**src/rtl/fir_out_quantizer.sv**
```systemverilog
// fir_out_quantizer: rounds/saturates the 24-bit FIR output to 16 bits,
// buffers samples in a small FIFO behind valid/ready, keeps sat/drop stats.
//
// Ports:
//   clk        single clock (the FIR's serial clock)
//   reset      asynchronous, active-low; clears all state
//   en         qualifies data_in this cycle
//   data_in    signed 24-bit FIR output
//   clear      synchronous clear of sat_count, drop_count, overflow
//   out_data   signed 16-bit sample at FIFO head
//   out_valid  FIFO non-empty
//   out_ready  consumer takes the head sample this cycle
//   level      FIFO occupancy
//   sat_count  saturated-sample count, sticks at 0xFFFF
//   drop_count dropped-sample count, sticks at 0xFFFF
//   overflow   sticky: any saturation or drop since clear/reset

module fir_out_quantizer #(
  parameter int SHIFT = 8,
  parameter int DEPTH = 4
) (
  input  logic                     clk,
  input  logic                     reset,
  input  logic                     en,
  input  logic [23:0]              data_in,
  input  logic                     clear,
  output logic [15:0]              out_data,
  output logic                     out_valid,
  input  logic                     out_ready,
  output logic [$clog2(DEPTH):0]   level,
  output logic [15:0]              sat_count,
  output logic [15:0]              drop_count,
  output logic                     overflow
);

  localparam int AW = $clog2(DEPTH);
  localparam int LW = AW + 1;

  localparam logic signed [24:0] HALF =
    25'sd1 <<< (SHIFT - 1);
  localparam logic signed [24:0] MAXV = 25'sd32767;
  localparam logic signed [24:0] MINV = -25'sd32768;
  localparam logic [LW-1:0] FULL = LW'(DEPTH);

  // ---------------- quantiser ----------------
  logic signed [24:0] t;
  logic signed [24:0] r;
  logic               sat_hi;
  logic               sat_lo;
  logic [15:0]        q_calc;

  // 25-bit sum: adding the half-LSB can never wrap
  always_comb begin
    t      = $signed({data_in[23], data_in}) + HALF;
    r      = t >>> SHIFT;
    sat_hi = r > MAXV;
    sat_lo = r < MINV;
    q_calc = r[15:0];
    if (sat_hi) q_calc = 16'h7fff;
    if (sat_lo) q_calc = 16'h8000;
  end

  logic        q_valid;
  logic [15:0] q_data;
  logic        q_sat;

  always_ff @(posedge clk or negedge reset) begin
    if (!reset) begin
      q_valid <= 1'b0;
      q_data  <= '0;
      q_sat   <= 1'b0;
    end else begin
      q_valid <= en;
      if (en) begin
        q_data <= q_calc;
        q_sat  <= sat_hi | sat_lo;
      end
    end
  end

  // ---------------- FIFO ----------------
  logic [15:0]   mem [DEPTH];
  logic [AW-1:0] rd_ptr;
  logic [AW-1:0] wr_ptr;
  logic [AW-1:0] rd_nxt;
  logic [AW-1:0] wr_nxt;
  logic [LW-1:0] cnt;
  logic [LW-1:0] cnt_nxt;
  logic [15:0]   head_nxt;
  logic          full;
  logic          pop;
  logic          push;
  logic          drop;

  assign full      = cnt == FULL;
  assign out_valid = cnt != '0;
  assign level     = cnt;
  assign pop       = out_valid & out_ready;
  assign push      = q_valid & (~full | pop);
  assign drop      = q_valid & full & ~pop;

  always_comb begin
    rd_nxt = pop  ? rd_ptr + AW'(1) : rd_ptr;
    wr_nxt = push ? wr_ptr + AW'(1) : wr_ptr;
    case ({push, pop})
      2'b10:   cnt_nxt = cnt + LW'(1);
      2'b01:   cnt_nxt = cnt - LW'(1);
      default: cnt_nxt = cnt;
    endcase
  end

  // out_data is registered: look ahead to the entry that will be at
  // the head after this edge. If that slot is being written now (the
  // only entry), take the incoming word; empty keeps the last value.
  always_comb begin
    head_nxt = out_data;
    if (cnt_nxt != '0) begin
      if (push && (wr_ptr == rd_nxt))
        head_nxt = q_data;
      else
        head_nxt = mem[rd_nxt];
    end
  end

  always_ff @(posedge clk) begin
    if (push) mem[wr_ptr] <= q_data;
  end

  always_ff @(posedge clk or negedge reset) begin
    if (!reset) begin
      rd_ptr   <= '0;
      wr_ptr   <= '0;
      cnt      <= '0;
      out_data <= '0;
    end else begin
      rd_ptr   <= rd_nxt;
      wr_ptr   <= wr_nxt;
      cnt      <= cnt_nxt;
      out_data <= head_nxt;
    end
  end

  // ---------------- statistics ----------------
  logic sat_ev;

  assign sat_ev = q_valid & q_sat;

  always_ff @(posedge clk or negedge reset) begin
    if (!reset) begin
      sat_count  <= '0;
      drop_count <= '0;
      overflow   <= 1'b0;
    end else if (clear) begin
      sat_count  <= '0;
      drop_count <= '0;
      overflow   <= 1'b0;
    end else begin
      if (sat_ev && (sat_count != 16'hffff))
        sat_count <= sat_count + 16'd1;
      if (drop && (drop_count != 16'hffff))
        drop_count <= drop_count + 16'd1;
      if (sat_ev || drop)
        overflow <= 1'b1;
    end
  end

endmodule

```
**config.mk**
```make
export PLATFORM = sky130hd
export DESIGN_NAME = fir_out_quantizer
export DESIGN_NICKNAME = d
export VERILOG_FILES = /design/src/rtl/fir_out_quantizer.sv
export SDC_FILE = /design/constraint.sdc
export NUM_CORES = 1
export LEC_CHECK = 0
export BUFFER_PORTS_ARGS = -buffer_cell sky130_fd_sc_hd__buf_4
export CAP_MARGIN = 20
export CELL_PAD_IN_SITES_DETAIL_PLACEMENT = 1
export CELL_PAD_IN_SITES_GLOBAL_PLACEMENT = 1
export CORE_MARGIN = 5
export CORE_UTILIZATION = 50
export CTS_BUF_LIST = sky130_fd_sc_hd__clkbuf_16
export DETAILED_ROUTE_END_ITERATION = 8
export GPL_ROUTABILITY_DRIVEN = 0
export HOLD_SLACK_MARGIN = 0.02
export PLACE_DENSITY_LB_ADDON = 0.1
export SYNTH_ARGS = -nofsm -noshare
export SYNTH_HDL_FRONTEND = slang
export SYNTH_SLANG_ARGS = --single-unit
```
**constraint.sdc**
```tcl
create_clock -name clk -period 7.58 [get_ports clk]
set_input_delay 0.758 -clock clk [delete_from_list [all_inputs] [get_ports clk]]
set_output_delay 0.758 -clock clk [all_outputs]
set_load 0.02 [all_outputs]
```
# == Word-level counts from Yosys, hierarchy flattened ==
# Memory sizes are Yosys's and may differ from the RTL's. A register that Yosys moved wholly into a read port is not among the register bits.
# Cells that the tools add are included.
# totals
ff_bits,58
ram_bits,64
inputBits,29
out_inout_bits,53
wordCells,54
n_memories,1
# mem_list
memory,words,width,read_ports,rd_ports_with_merged_regs,wr,line,source
mem,4,16,1,1,1,82,logic [15:0] mem [DEPTH];
# op_classes
addsub,7
n_lt_le_gt_ge,2
n_eq_ne,5
n_mux,12
bitwise_logic,9
n_reduce_logical,9
# ops
op,n
2-to-1 mux 16 bit,6
adder 16 x 1 -> 16 bit (second input constant),2
!= test 16 bit (second input constant),2
adder 24 x 9 -> 25 bit (second input constant),1
> comparator 17 x 16 -> 1 bit (second input constant),1
less-than comparator 17 x 16 -> 1 bit (second input constant),1
one-hot mux 3 bit (2 select lines),1
nonzero test 2 bit,3
nonzero test 3 bit,2
bitwise AND 1 bit,5
adder 2 x 1 -> 2 bit (second input constant),2
2-to-1 mux 1 bit,4
adder 3 x 1 -> 3 bit (second input constant),1
== test 3 bit (second input constant),1
subtractor 3 x 1 -> 3 bit (second input constant),1
== test 2 x 1 -> 1 bit (second input constant),1
== test 2 bit (second input constant),1
logical AND 1 bit,2
2-to-1 mux 2 bit,1
NOT 1 bit,2
OR 1 bit,2
logical NOT 1 bit,1
logical OR 1 bit,1

# == Depth between registers and ports, before layout ==
# logic_depth
depth_word,7
ltp_mapped,14

# == Worst setup path before layout ==
# Ideal clock, no wire load.
# synth_path
path_kind,input -> register
from,input out_ready
to,"register out_data[7], read port of mem"
setup_ps,141
arrival_ps,3402
setup_slack_ps,4037
cell_stages,14
path_cell_list,nor4b_1 -> nor2b_1 -> clkbuf_1 -> inv_1 -> ha_1 -> inv_1 -> fa_1 -> xor2_1 -> o21a_1 -> or4_1 -> clkbuf_1 -> clkbuf_1 -> nor2_1 -> a31oi_1
# synth_between
elab_chain_len,6
# synth_rtl
element,line,source
from (decl),29,"input logic out_ready,"
bitwise AND 1 bit (*),98,assign pop = out_valid & out_ready;
OR 1 bit,99,assign push = q_valid & (~full | pop);
bitwise AND 1 bit,99,
== test 2 x 1 -> 1 bit / == test 2 bit (equally long branches),105,"case ({push, pop})"
one-hot mux 3 bit (2 select lines),105,
nonzero test 3 bit,117,if (cnt_nxt != '0) begin
to (decl),27,"output logic [15:0] out_data,"
# Every way passes the cells marked *; elsewhere a longest branch is shown, timed or not.
# A chain may end at the register's enable or synchronous reset.

# == Worst setup path in the final report ==
# layout_path
from,"register cnt[0], in the netlist level[0]"
to,"register out_data[4], read port of mem"
# layout_between
elab_chain_len,7
# layout_rtl
element,line,source
from (decl),87,logic [LW-1:0] cnt;
from (signal assigned),138,cnt <= cnt_nxt;
nonzero test 3 bit / == test 3 bit (equally long branches),"96, 95",
bitwise AND 1 bit / NOT 1 bit (equally long branches),"98, 99",
OR 1 bit,99,
bitwise AND 1 bit,99,
== test 2 x 1 -> 1 bit / == test 2 bit (equally long branches),105,
one-hot mux 3 bit (2 select lines),105,
nonzero test 3 bit,117,
# Several ways; a longest one is shown, not always the timed one.

==> results.txt <==
----------------------------------------------------
[Min path]
  Worst hold-check path type ... input port to async pin

[Synthesis]
  Post-Syn Nets ... 696
  Async set-reset flop share out of synthesis ... 53.62%
  Post-synthesis sequential element count ... 138
  Synth Warn # ... 0
  Total standard cell area after synthesis ... 6950 µm²
  Post-synth EDFFs ... 64
  Synthesized area per cell ... 10.56 µm²
  Portion of the post-synthesis area used by sequential elements ... 54.29%
  Post-synth top flop ... sky130_fd_sc_hd__dfrtp_1
  Count of unique library cells instantiated by Yosys ... 48
  Post-Synthesis Cells ... 658

[STA]
  Tightest slew margin relative to the limit ... 37.28%
  Setup TNS ... 0 ns
  Worst-case hold slack ... 0.2200 ns
  Highest achievable clock rate ... 242.7 MHz
  Number of failing hold endpoints at the final stage ... 0
  Maximum clock skew at final layout ... 0.007668 ns
  Min Clock Period, post-route ... 4.120 ns
  Slew at the pin with the worst max-slew slack ... 0.9408 ns
  Max-slew violation count ... 0
  Worst-case setup margin in the final layout ... 3.460 ns
  Count of final setup violators ... 0
  Final Cycle Share ... 54.36%
  RSZ-0062 raised after global routing ... no

[CTS]
  Source-to-sink clock delay at the later pin of the worst-skew pair ... 0.42 ns
  Number of hold-repair buffers added at the cts stage ... 0
  Clock sink total ... 138
  Clock transition at the registers of the reported paths ... 0.06 ns
  Post-CTS repair timing setup buffer count ... 0
  Number of gates resized after cts ... 0
  Number of buffers added by the clock tree synthesis step ... 17
  Number of H-tree levels ... 4
  CTS Root Cell ... sky130_fd_sc_hd__clkbuf_16
  Deepest clock path buffer count ... 2
  Clock tree from TritonCTS ... done

[Cells and area]
  Proportion of layout cells with a drive suffix above 1 ... 16.32%
  Most used cells in the layout excluding fill and tap cells ... sky130_fd_sc_hd__buf_4 (80), sky130_fd_sc_hd__dfrtp_1 (73), sky130_fd_sc_hd__nor2_1 (71), sky130_fd_sc_hd__edfxtp_1 (64), sky130_fd_sc_hd__nand2_1 (56)
  Layout Area Growth over Synthesis ... 19.91%
  N_diodes ... 0
  Most common library cell in the layout ignoring fill and taps ... sky130_fd_sc_hd__buf_4
  Cell Count, Final, Fillers Out ... 909
  Final instance area ... 8334 µm²
  Final Net Count ... 754
  Utilization of the core after routing ... 60.51%

[Setup path]
  Critical path capture point type ... flip-flop
  Stages on worst setup path ... 12
  Reg-to-reg slack, setup ... 3.46 ns
  Slowest stage delay, CP ... 0.80 ns
  Element type at the critical path start ... flip-flop
  CP max stage cell ... sky130_fd_sc_hd__nor4b_1
  Worst endpoint required time ... 7.87 ns
  Critical path start-end classification ... flip-flop to flip-flop
  WP data arrival ... 4.41 ns
  Ordered list of cells on the worst path ... nor4b_1 > nor2b_1 > inv_1 > ha_1 > inv_1 > fa_1 > xor2_1 > o21a_1 > or4_1 > buf_8 > nor2_1 > a31oi_1
  Critical path's most frequent cell ... sky130_fd_sc_hd__inv_1
  Capture point of the worst reg-to-reg path ... out_data[4]
  Launch point of the worst reg-to-reg path ... level[0]
  Top fanout value on the critical path ... 18
  Number of cells traversed by the worst register-to-register path ... 12
  Buffering stage count on the worst path with inverters included ... 3
  Kind of cell with the highest combined delay on the critical path ... simple AND/OR/NAND/NOR gates

[Die]
  Starting density of the core ... 50.46%
  Standard-cell rows ... 43
  Floorplan die height ... 127.9 µm
  Die width ... 127.9 µm
  Area of the core region ... 13,770 µm²
  I/O pin count ... 82
  DIE AREA ... 16,360 µm²

[Global route]
  Pin count of the biggest net entering global routing ... 75
  Initial antenna violation count ... 0
  Total track usage ... 23.03%
  Global-route wire length before repair ... 29,670 µm
  Via count of the first global-routing pass ... 5,705
  Overflow left after global routing ... 0

[Outcome]
  Run status ... completed

[Detailed routing]
  Vias ... 5,458
  Wire length per cell ... 19.72 µm
  Number of remaining DRC errors ... 0
  Overall routed net length ... 17,930 µm
  Iteration count of the initial detailed-routing pass ... 5
  First DRT Iteration DRCs ... 385
  Number of antenna-violating nets in the routed design ... 0
  Avg Vias per Cell ... 6.004

[Placed design]
  Quantity of I/O buffers inserted on ports ... 74
  Worst setup slack before clock tree synthesis ... 2.994 ns
  Half-perimeter wire length after placement ... 11,280 µm
  Placed instance count ... 875
  Area post-placement ... 7611 µm²

[Power]
  Power density over cell area ... 361.5 nW/µm²
  Maximum vdd ir drop ... 214.7 µV
  Static Leakage ... 3.234 nW
  Final Total Pwr ... 3.013 mW

[Job]
  Max-cap check violation count ... 0

----------------------------------------------------
==> sequential cells by signal (all words and copies together), names as in the netlist <==
signal,cells
rd_ptr,2
wr_ptr,2
drop_count,16
out_data,16
q_valid,1
q_sat,1
overflow,1
sat_count,16
q_data,16
level,3
mem,64
==> cells in the mapped netlist (5+ instances only) <==
master,number,area share (%)
sky130_fd_sc_hd__nor3_1,43,3.1
sky130_fd_sc_hd__nor3b_1,18,1.9
sky130_fd_sc_hd__xor2_1,14,1.8
sky130_fd_sc_hd__and3_1,10,0.90
sky130_fd_sc_hd__ha_1,8,1.4
sky130_fd_sc_hd__and2_1,9,0.81
sky130_fd_sc_hd__o21ai_0,23,1.7
sky130_fd_sc_hd__edfxtp_1,64,28
sky130_fd_sc_hd__o2bb2ai_1,7,0.88
sky130_fd_sc_hd__nor4b_1,6,0.76
sky130_fd_sc_hd__buf_1,5,0.27
sky130_fd_sc_hd__dfrtp_1,74,27
sky130_fd_sc_hd__nand4_1,10,0.90
sky130_fd_sc_hd__a21oi_1,14,1.0
sky130_fd_sc_hd__inv_1,13,0.70
sky130_fd_sc_hd__nor2_1,71,3.8
sky130_fd_sc_hd__a211oi_1,22,2.4
sky130_fd_sc_hd__nand2_1,56,3.0
sky130_fd_sc_hd__mux2i_1,21,3.0
sky130_fd_sc_hd__o211ai_1,22,2.4
sky130_fd_sc_hd__o311a_1,16,2.3
sky130_fd_sc_hd__clkbuf_1,36,1.9
sky130_fd_sc_hd__xnor2_1,28,3.5
sky130_fd_sc_hd__nand3_1,15,1.1
sky130_fd_sc_hd__a31oi_1,16,1.4
==> power breakdown <==
group | switching [mW] | internal [mW] | leakage, nW | total (mW)
combinational | 0.615 | 0.387 | 1.37 | 1.00
clock | 0.310 | 0.645 | 0.333 | 0.955
sequential | 0.104 | 0.952 | 1.53 | 1.06
total | 1.03 | 1.98 | 3.23 | 3.01
==> cells by family after synthesis <==
kind of cell / after synthesis / synth area share, %
AND/OR/NAND/NOR: 258 / 18.47
flip-flops: 138 / 54.29
AO/OA/AOI/OAI: 132 / 13.99
buffers and inverters: 58 / 3.204
XOR/XNOR: 42 / 5.293
multiplexers: 21 / 3.024
adder cells (fa/ha/maj): 9 / 1.728
==> worst reg2reg max path: cells and delay by family (launching register included) <==
family / cells / cell delay (ns)
compound gates: 2 / 0.24
simple gates: 4 / 2.07
flops: 1 / 0.46
xor+xnor: 1 / 0.17
fa+ha+maj: 2 / 0.56
buf+inv: 3 / 0.49
==> final cells by class <==
| type | count | area [µm²] |
|---|---|---|
| repair buffers | 82 | 643.1 |
| fillers | 1463 | 5439 |
| multi-input cells | 462 | 2954 |
| clock inverters | 15 | 255.2 |
| flip-flops and latches | 138 | 3775 |
| clock buffers | 17 | 425.4 |
| well taps | 180 | 225.2 |
| inverters | 15 | 56.30 |
==> worst max path at each step <==
stage	start	to	slack [ns]
after floorplan	out_ready	out_data[7]	4.04
after global placement	out_ready	out_data[8]	3.13
after detailed placement	out_ready	out_data[4]	2.99
after CTS	level[0]	out_data[4]	3.34
after global routing	level[0]	out_data[6]	3.21
final	level[0]	out_data[4]	3.46
==> routing by layer <==
layer	GRT usage, %	vias to the layer above	share of wire [%]
met5	0	-	0
met1	29.39	2750	44
met3	4.250	31	3.8
met2	39.25	121	50
li1	-	2556	-
met4	8.427	0	1.9
Note: power is estimated with default switching activity, not from simulation.
